===== config.mk =====
export PLATFORM = sky130hd
export DESIGN_NAME = uart_program_loader
export DESIGN_NICKNAME = d
export VERILOG_FILES = /design/src/rtl/uart_program_loader.sv
export SDC_FILE = /design/constraint.sdc
export NUM_CORES = 1
export LEC_CHECK = 0
export CAP_MARGIN = 10
export CORE_ASPECT_RATIO = 1.4
export CORE_MARGIN = 2
export CORE_UTILIZATION = 60
export CTS_BUF_LIST = sky130_fd_sc_hd__clkbuf_8
export DETAILED_ROUTE_END_ITERATION = 6
export PLACE_DENSITY = 0.81
export SLEW_MARGIN = 40
export SYNTH_ARGS = -nofsm -noshare
export SYNTH_HDL_FRONTEND = slang
export SYNTH_SLANG_ARGS = --single-unit

===== constraint.sdc =====
create_clock -name clk -period 5.2 [get_ports clk]
set_input_delay 1.04 -clock clk [delete_from_list [all_inputs] [get_ports clk]]
set_output_delay 1.04 -clock clk [all_outputs]
set_load 0.01 [all_outputs]

===== src/rtl/uart_program_loader.sv =====
// uart_program_loader: 8N1 UART receiver feeding a framed program-image decoder.
// Frame: A5, CNT_HI, CNT_LO, CNT x (hi, lo), CSUM = XOR of all bytes between sync and CSUM.
module uart_program_loader #(
  parameter int CLKS_PER_BIT   = 434,
  parameter int MAX_WORDS      = 16384,
  parameter int TIMEOUT_CYCLES = 2**20
) (
  input  logic        clk,
  input  logic        reset,
  input  logic        rx,
  output logic [15:0] programOut,
  output logic        prog_valid,
  output logic [14:0] word_index,
  output logic        LMout,
  output logic        load_done,
  output logic        load_err
);
  localparam int CW = $clog2(CLKS_PER_BIT);
  localparam int TW = $clog2(TIMEOUT_CYCLES);
  typedef enum logic [1:0] {RX_IDLE, RX_START, RX_DATA, RX_STOP} rx_t;
  typedef enum logic [2:0] {L_IDLE, L_CNT_HI, L_CNT_LO, L_WD_HI, L_WD_LO, L_CSUM} ld_t;
  rx_t rx_state, rx_next;
  ld_t l_state, l_next;
  logic rx_m, rx_s, rx_p;
  logic [CW-1:0] bit_clk;
  logic [2:0] bit_num;
  logic [7:0] shift, cnt_hi, hi, csum;
  logic [15:0] count, cnt_val;
  logic [TW-1:0] tmo;
  logic bit_end, byte_stb, frame_err, tmo_hit, last, do_err, do_done;
  assign bit_end = bit_clk == CW'(CLKS_PER_BIT - 1);
  assign cnt_val = {cnt_hi, shift};
  assign last    = {1'b0, word_index} + 16'd1 == count;
  assign tmo_hit = l_state != L_IDLE && !byte_stb && tmo == TW'(TIMEOUT_CYCLES - 1);
  always_comb begin
    rx_next   = rx_state;
    byte_stb  = 1'b0;
    frame_err = 1'b0;
    case (rx_state)
      RX_IDLE:  rx_next = rx_p && !rx_s ? RX_START : RX_IDLE;
      RX_START: if (bit_clk == CW'(CLKS_PER_BIT / 2 - 1)) rx_next = rx_s ? RX_IDLE : RX_DATA;
      RX_DATA:  if (bit_end && bit_num == 3'd7) rx_next = RX_STOP;
      RX_STOP:  if (bit_end) begin
        rx_next   = RX_IDLE;
        byte_stb  = rx_s;
        frame_err = !rx_s;
      end
      default:  rx_next = RX_IDLE;
    endcase
  end
  // Sync flops start high so reset release never looks like a start edge.
  always_ff @(posedge clk or posedge reset)
    if (reset) begin
      rx_state <= RX_IDLE;
      {rx_m, rx_s, rx_p} <= 3'b111;
      bit_clk <= '0;
      bit_num <= '0;
      shift <= '0;
    end else begin
      rx_state <= rx_next;
      {rx_m, rx_s, rx_p} <= {rx, rx_m, rx_s};
      bit_clk <= (rx_state != rx_next || bit_end) ? '0 : bit_clk + 1'b1;
      if (rx_state == RX_DATA && bit_end) begin
        shift <= {rx_s, shift[7:1]};
        bit_num <= bit_num + 1'b1;
      end
    end
  always_comb begin
    l_next  = l_state;
    do_err  = 1'b0;
    do_done = 1'b0;
    if (l_state != L_IDLE && (frame_err || tmo_hit)) begin
      do_err = 1'b1;
      l_next = L_IDLE;
    end else if (byte_stb)
      case (l_state)
        L_IDLE:   l_next = shift == 8'hA5 ? L_CNT_HI : L_IDLE;
        L_CNT_HI: l_next = L_CNT_LO;
        L_CNT_LO: begin
          do_err = cnt_val > 16'(MAX_WORDS);
          l_next = do_err ? L_IDLE : cnt_val == 16'd0 ? L_CSUM : L_WD_HI;
        end
        L_WD_HI:  l_next = L_WD_LO;
        L_WD_LO:  l_next = last ? L_CSUM : L_WD_HI;
        L_CSUM: begin
          do_done = shift == csum;
          do_err  = !do_done;
          l_next  = L_IDLE;
        end
        default:  l_next = L_IDLE;
      endcase
  end
  always_ff @(posedge clk or posedge reset)
    if (reset) begin
      l_state <= L_IDLE;
      programOut <= '0;
      prog_valid <= 1'b0;
      word_index <= '0;
      LMout <= 1'b0;
      load_done <= 1'b0;
      load_err <= 1'b0;
      cnt_hi <= '0;
      count <= '0;
      hi <= '0;
      csum <= '0;
      tmo <= '0;
    end else begin
      l_state <= l_next;
      prog_valid <= 1'b0;
      load_done <= 1'b0;
      tmo <= (l_state == L_IDLE || byte_stb) ? '0 : tmo + 1'b1;
      if (prog_valid) word_index <= word_index + 1'b1;
      if (do_err) begin
        load_err <= 1'b1;
        LMout <= 1'b0;
      end
      if (do_done) begin
        load_done <= 1'b1;
        LMout <= 1'b0;
      end
      if (byte_stb && l_state != L_IDLE) csum <= csum ^ shift;
      if (byte_stb)
        case (l_state)
          L_IDLE: if (shift == 8'hA5) begin
            LMout <= 1'b1;
            load_err <= 1'b0;
            word_index <= '0;
            csum <= '0;
          end
          L_CNT_HI: cnt_hi <= shift;
          L_CNT_LO: count <= cnt_val;
          L_WD_HI:  hi <= shift;
          L_WD_LO: begin
            programOut <= {hi, shift};
            prog_valid <= 1'b1;
          end
          default: ;
        endcase
    end
endmodule


* After elaboration in Yosys (flattened, before gate mapping)
Cells that the tools add are included.
Operators by class: $add $sub $neg 5, reduce and logical (&&, ||, !) cells 22, bitwise gates (word level) 1, $lt $le $gt $ge 1, multiplexer cells 45, equality and inequality tests 16
Operators with widths (count):
- 15-bit two-way mux | 4
- 8-bit two-way mux | 4
- 1-bit two-way mux | 23
- 20-bit by 1-bit adder with 20-bit output, second input constant | 1
- 20-bit equality test, second input constant | 1
- 20-bit two-way mux | 1
- 15-bit by 1-bit adder with 16-bit output, second input constant | 1
- 16-bit equality test | 1
- 16-bit by 15-bit greater-than comparator with 1-bit output, second input constant | 1
- 16-bit zero test | 1
- 15-bit by 1-bit adder with 15-bit output, second input constant | 1
- 3-bit two-way mux | 5
- 3-bit one-hot mux with 5 select lines | 1
- 9-bit by 1-bit adder with 9-bit output, second input constant | 1
- 3-bit equality test, second input constant | 3
- 9-bit by 8-bit equality test with 1-bit output, second input constant | 1
- 9-bit equality test, second input constant | 1
- 9-bit two-way mux | 1
- 8-bit equality test | 1
- 8-bit equality test, second input constant | 1
- 2-bit two-way mux | 4
- 2-bit one-hot mux with 4 select lines | 1
- 2-bit AND reduction | 4
- 8-bit bitwise XOR | 1
- other kinds (14) | 26
Storage, ports and cells: word-level logic and storage cells 109, flip-flop bits (word level) 123, output and inout bits 35, input bits 3

* Longest topological paths before layout
Gate-level depths: netlist (run 1).
depth after elaboration 14, gate-level depth with buffers 12, gate-level depth less buffers 9

* Worst setup path after synthesis (run 1)
OpenSTA, ideal clock, no wires.
path type reg-to-reg, start point register word_index[0], end point register l_state[1], data arrival time 2.474 ns, slack 2.600 ns, period minus slack after synthesis 2.600 ns, data required time 5.074 ns, library setup time 0.126 ns, buffers on the path 0, cell stages (with the launch flop) 8, cell sequence dfrtp_1 > ha_1 > nand3_1 > nor3_1 > mux2_2 > a2111oi_0 > nand4_1 > a221o_1
On the way: cells in the longest elaborated chain, start to end 6
RTL lines:
- start: declaration | line 13 | output logic [14:0] word_index,
- start signal: assignment | line 112 | if (prog_valid) word_index <= word_index + 1'b1;
- 15-bit by 1-bit adder with 16-bit output | line 33 | assign last = {1'b0, word_index} + 16'd1 == count;
- 16-bit equality test | line 33
- 3-bit two-way mux | line 84 | L_WD_LO: l_next = last ? L_CSUM : L_WD_HI;
- 3-bit one-hot mux with 5 select lines | line 76 | case (l_state)
- 3-bit two-way mux | line 75 | end else if (byte_stb)
- 3-bit two-way mux | line 72 | if (l_state != L_IDLE && (frame_err || tmo_hit)) begin
- end signal: assignment | line 108 | l_state <= l_next;
- end: declaration | line 23 | ld_t l_state, l_next;
Every way passes these cells. The select of a mux whose other input is x is not followed. A chain may end at the register's enable or synchronous reset.

* Worst setup path after layout (run 1)
Ends and elaborated chain as after synthesis.

==> qor.yml, run 1 <==
timing:
  fmax_mhz: 343
  period_minus_slack_ps: 2920
  grt_setup_unrepaired: "false"
  setup_viol: 0
  worst_clock_skew_ps: 8.82
  holdWs_ps: 361
  slew_violations: 0
  maxSlewHeadroom: 0.481
  finalHoldViolCount: 0
  setup-tns-final_ps: 0
  worstMarginPinSlew_ps: 777
  fin_crit_sh: 0.561
clock_network:
  htreeDepth: 4
  cts_tree: "built"
  postCtsHoldBufs: 0
  worstSkewPairLatency_ps: 440
  post_cts_resized: 0
  cts_buffer_depth: 2
  cts_made_buffers: 17
  cts.clk_slew.worst_paths_ps: 70
  cts_sinks: 123
  cts_root_buf: "clkbuf_8"
  cts_setup_buffers: 0
finish:
  most-common-layout-cells: "dfrtp_1, nand2_1, nor2_1, xor2_1, mux2_2"
  drive_above_1_share: 0.144
  syn2layout_area_growth_pct: 14.9
  layout.nets: 616
  fin_util: 0.697
  final_common_cell: "dfrtp_1"
  fin_cells: 753
  diodes: 0
critical_path:
  crit_path_max_fanout: 7
  cpPeakStageDelay_ps: 510
  rr_worst_depth: 7
  path_class: "flop to flop"
  crit_slowest_cell: "dfrtp_1"
  r2r-end: "l_state[1]"
  start_kind: "flop"
  crit_end: "l_state[1]"
  required_ps: 5530
  endpoint_kind: "flop"
  crit_path_cell_trace: "ha_1 -> nand3_1 -> nor3_1 -> mux2_2 -> a2111oi_0 -> nand4_1 -> a221o_1"
  cp_data_arrival_time_ps: 3240
  r2r-start: "word_index[0]"
  reg2reg_slack_ps: 2280
  cp-startpoint: "word_index[0]"
pwr:
  clkPwrFrac: 0.436
  powerDensity_nw_per_um2: 284
  p_switching_w: 0.000441
  peakVddDrop_uv: 244
  switching_share: 0.227
  p_leak_nw: 3.26
  seq_power_share: 0.523
  internal_power_w: 0.00150
  p_comb_frac: 0.041
floorplanning:
  initial_utilization: 0.607
  io_pins: 38
  rows: 43
  fp.dieH_microns: 122
  die_w_microns: 88.1
  dieArea_sq_um: 10700
  core_area_sq_um: 9790
placement:
  gpl.final_weighted_congestion: 0.817
  portBuffers: 37
  dp_cells: 722
  dp_hpwl_mm: 8.05
logic_synthesis:
  mappedNetlistArea_sq_um: 5940
  ys_seq_area_frac: 0.519
  synth.distinct_cells: 53
  syn-instance-count: 570
  synth_edf_count: 0
  async_reset_ff_frac: 1.00
  syn-num-nets: 580
  syn_avg_cell_area_sq_um: 10.4
  ys.flop_type: "dfrtp_1"
  ys_ff_latch: 123
  yosysWarningCount: 0
status:
  run_status: "complete, no violations"
route:
  vias: 4198
  via_per_inst: 5.58
  wl_mm: 12.2
  antenna_left: 0
  drt-initial-drc-count: 259
  drc: 0
  first_pass_iters: 4
  routedWlPerCell_microns: 16.2
global_route:
  antenna_found_initial: 0
  grtUsageTotal: 0.249
  grt_pass1_vias: 4421
  grt_pass1_wl_mm: 20.7
  overflow: 0
  grt_max_degree: 65
flow_run:
  maxCapViolations: 0
worst_hold_path:
  hold_start: "rx_m"
  hold_class: "flop to flop"
Yosys cell counts (3+ instances only):
master	number	area (sq um)
and4_1	3	26.3
nor4_1	6	37.5
inv_1	16	60.1
nor2b_1	4	25.0
mux2i_1	6	60.1
clkbuf_1	19	71.3
buf_2	3	15.0
dfstp_2	3	78.8
xnor2_1	31	272
mux2_2	42	473
nand3_1	14	70.1
a31oi_1	5	31.3
nand4_1	17	106
nor2_1	71	267
xor2_1	43	377
or3_1	5	31.3
a21oi_1	8	40.0
o21ai_0	5	25.0
o211ai_1	3	22.5
nor3_1	12	60.1
dfrtp_1	120	3000
ha_1	7	87.6
nand2_1	84	315
and3_1	8	50.1
kinds of logic after synthesis:
kind of cell,after synthesis,synth area share
AOI/OAI and AO/OA,35,0.0408
xor gates and xnor gates,74,0.109
adders and majority gates,7,0.0147
buffers and inverters,42,0.0284
DFF,123,0.519
muxes,48,0.0897
and+or+nand+nor,241,0.199
power groups by stage:
stage | combinational, W | clock [W] | sequential [W]
4_1_cts | 0.0000824 | 0.000857 | 0.00101
6_report | 0.0000800 | 0.000846 | 0.00101
3_3_place_gp | 0.0000749 | 0 | 0.00103
3_5_place_dp | 0.0000813 | 0 | 0.00103
2_1_floorplan | 0.0000646 | 0 | 0.00102
5_1_grt | 0.0000931 | 0.000904 | 0.00102
worst min path at each step:
stage               slack (ps)  cells after the start   end
global placement           350                      0  rx_s
finish                     360                      0  rx_s
detailed placement         350                      0  rx_s
CTS                        360                      0  rx_s
floorplan                  350                      0  rx_s
global route               360                      0  rx_s
registers in the layout (all words and copies together), names as in the netlist, 2 cells and up:
| register | count |
|---|---|
| word_index | 15 |
| bit_clk | 9 |
| programOut | 16 |
| shift | 8 |
| cnt_hi | 8 |
| rx_state | 2 |
| csum | 8 |
| hi | 8 |
| l_state | 3 |
| tmo | 20 |
| bit_num | 3 |
| count | 16 |
worst max-delay path, delay by kind of cell (launching register included):
family / cells / cell delay (ps)
fa+ha+maj: 1 / 270
compound gates: 2 / 780
flops: 1 / 510
mux: 1 / 370
simple gates: 3 / 870
layout make-up:
class,count,area (sq um)
tap,135,169
multi-input combinational,405,2700
timing repair buffer,42,408
clock inverter,12,134
sequential,123,3080
fill,754,2960
inverter,17,70.1
clock buffer,19,262
per-layer routing:
metal	vias to the layer above	GRT usage	wire length, microns
met3	37	0.0535	418
met1	2065	0.311	5060
met2	98	0.406	6250
li1	1998	-	-
met4	0	0.127	460
met5	-	0	0
metrics by stage:
| step | setup WS (ps) | power, W | instance area (sq um) |
|---|---|---|---|
| after detailed placement | 2350 | 0.00111 | 6430 |
| after global routing | 2060 | 0.00201 | 6830 |
| final | 2280 | 0.00194 | 6830 |
| after CTS | 2280 | 0.00195 | 6830 |
| after global placement | 2460 | 0.00110 | 6420 |
| after floorplan | 894 | 0.00108 | 5940 |
Power figures use the tool's default switching activity.
==> run 2: changes to the inputs <==
--- a/config.mk
+++ b/config.mk
@@ -8,10 +8,10 @@
 export CAP_MARGIN = 10
 export CORE_ASPECT_RATIO = 1.4
 export CORE_MARGIN = 2
-export CORE_UTILIZATION = 60
+export CORE_UTILIZATION = 55
 export CTS_BUF_LIST = sky130_fd_sc_hd__clkbuf_8
 export DETAILED_ROUTE_END_ITERATION = 6
-export PLACE_DENSITY = 0.81
+export PLACE_DENSITY = 0.78
 export SLEW_MARGIN = 40
 export SYNTH_ARGS = -nofsm -noshare
 export SYNTH_HDL_FRONTEND = slang
==> constraint.sdc (replaced) <==
create_clock -name clk -period 2.5 [get_ports clk]
set_input_delay 0.5 -clock clk [delete_from_list [all_inputs] [get_ports clk]]
set_output_delay 0.5 -clock clk [all_outputs]
set_load 0.01 [all_outputs]
==> run 2 against run 1 <==
Against the previous run:
- design area up 3.0%
- combinational power increased by 110%
- count of clock-buffer cells in the layout shrank 1
- sequential power grew 110%
- power is 120% higher
- clock power up 130%
- via count increased by 2.2%
- first-iteration DRC count is 17% lower
- non-clock buffer count increased by 16
- wire length decreased by 2.8%
- critical path type unchanged
- highest routed layer unchanged
==> qor.yml, run 2 (synthesized netlist as in run 1, its figures left out) <==
route:
  first_pass_iters: 4
  vias: 4291
  drt-initial-drc-count: 216
  wl_mm: 11.8
  antenna_left: 0
  drc: 0
  routedWlPerCell_microns: 15.3
  via_per_inst: 5.55
floorplanning:
  die_w_microns: 91.9
  initial_utilization: 0.568
  fp.dieH_microns: 127
  dieArea_sq_um: 11700
  io_pins: 38
  core_area_sq_um: 10500
  rows: 44
placement:
  portBuffers: 37
  place_ws_ps: 126
  gpl.final_weighted_congestion: 0.907
  dp_hpwl_mm: 8.21
timing:
  setup-tns-final_ps: 0
  setup_viol: 0
  grt_setup_unrepaired: "false"
  fmax_mhz: 414
  worst_clock_skew_ps: 10.6
  maxSlewHeadroom: 0.565
  period_minus_slack_ps: 2420
  finalHoldViolCount: 0
  fin_crit_sh: 0.966
  slew_violations: 0
  worstMarginPinSlew_ps: 652
  fin_ws_ps: 84.6
clock_network:
  cts_sinks: 123
  cts_made_buffers: 17
  cts.clk_slew.worst_paths_ps: 70
  cts_root_buf: "clkbuf_8"
  postCtsHoldBufs: 0
  cts_setup_buffers: 0
  cts_buffer_depth: 2
  worstSkewPairLatency_ps: 440
  htreeDepth: 4
  post_cts_resized: 0
  cts_tree: "built"
pwr:
  p_switching_w: 0.000932
  p_leak_nw: 3.37
  seq_power_share: 0.497
  switching_share: 0.220
  peakVddDrop_uv: 687
  p_comb_frac: 0.040
  powerDensity_nw_per_um2: 603
  internal_power_w: 0.00331
  clkPwrFrac: 0.463
finish:
  regArea_sq_um: 3080
  reg.largest.list: "tmo x20, count x16, programOut x16"
  most-common-layout-cells: "dfrtp_1, nand2_1, nor2_1, xor2_1, mux2_2"
  syn2layout_area_growth_pct: 18.3
  final_common_cell: "dfrtp_1"
  num-fill-cells: 814
  drive_above_1_share: 0.173
  layout.nets: 632
  multi_input_comb_area_sq_um: 2700
  registers.top_by_ff_count: "tmo"
  largest_reg_flops: 20
  diodes: 0
critical_path:
  rr_worst_depth: 7
  cpPeakStageDelay_ps: 390
  path_class: "flop to flop"
  r2r-start: "word_index[0]"
  required_ps: 2810
  crit_cells: 7
  crit_path_cell_trace: "ha_1 -> nand3_1 -> nor3_2 -> mux2_2 -> a2111oi_0 -> nand4_1 -> a221o_1"
  cp_data_arrival_time_ps: 2730
  start_kind: "flop"
  r2r-end: "l_state[1]"
  cp_top_family: "compound AO/OA/AOI/OAI gates"
  crit_path_max_fanout: 3
  crit_slowest_cell: "a221o_1"
  crit_buf_inv: 0
  reg2reg_slack_ps: 80
  endpoint_kind: "flop"
global_route:
  grtUsageTotal: 0.220
  grt_pass1_vias: 4472
  grt_max_degree: 43
  antenna_found_initial: 0
  grt_pass1_wl_mm: 20.5
  overflow: 0
worst_hold_path:
  hold_class: "flop to flop"
  whs_path_depth: 0
  hold_start: "rx_m"
  hold_end: "rx_s"
status:
  run_status: "complete, no violations"
flow_run:
  maxCapViolations: 0
[run 2: worst reg2reg max path, cell delays in order, from the launching register on]
cell       delay (ps)
dfrtp_2           360
ha_1              170
nand3_1           130
nor3_2            300
mux2_2            360
a2111oi_0         360
nand4_1           230
a221o_1           390
[run 2: final cells by class]
type,count,area share
clock buffers,18,0.0352
clock inverters,14,0.0290
repair buffers,58,0.0786
well taps,138,0.0246
flip-flops and latches,123,0.438
multi-input cells,405,0.384
inverters,17,0.00979
[run 2: routing by layer]
layer	part of all wire	track usage	vias up
met5	0	0	-
met4	0.017	0.0896	0
met3	0.029	0.0442	23
met1	0.42	0.259	2140
li1	-	-	2043
met2	0.54	0.394	85
[run 2: per-stage QoR]
stage | area [sq um] | total power (W) | instances | utilization | hold slack, ps
global placement | 6580 | 0.00230 | 741 | 0.629 | 348
finish | 7030 | 0.00424 | 773 | 0.672 | 357
CTS | 7030 | 0.00428 | 773 | 0.672 | 358
global route | 7030 | 0.00440 | 773 | 0.672 | 362
floorplan | 5950 | 0.00226 | 570 | - | 345
detailed placement | 6580 | 0.00232 | 741 | 0.629 | 348
[run 2: worst max-delay path by stage]
stage                  startpoint    endpoint  slack [ps]
finish              word_index[0]  l_state[1]          80
global route        word_index[5]  l_state[1]          10
CTS                 word_index[0]  l_state[1]         100
detailed placement  word_index[0]  l_state[1]         130
global placement    word_index[0]  l_state[1]         170
floorplan           word_index[1]  l_state[1]           1
[run 2: power by group through the flow]
stage               Sequential (W)  Combinational (W)  Clock (W)
global route               0.00212           0.000201    0.00209
floorplan                  0.00212           0.000135          0
CTS                        0.00211           0.000175    0.00200
detailed placement         0.00214           0.000171          0
finish                     0.00211           0.000170    0.00196
global placement           0.00214           0.000160          0
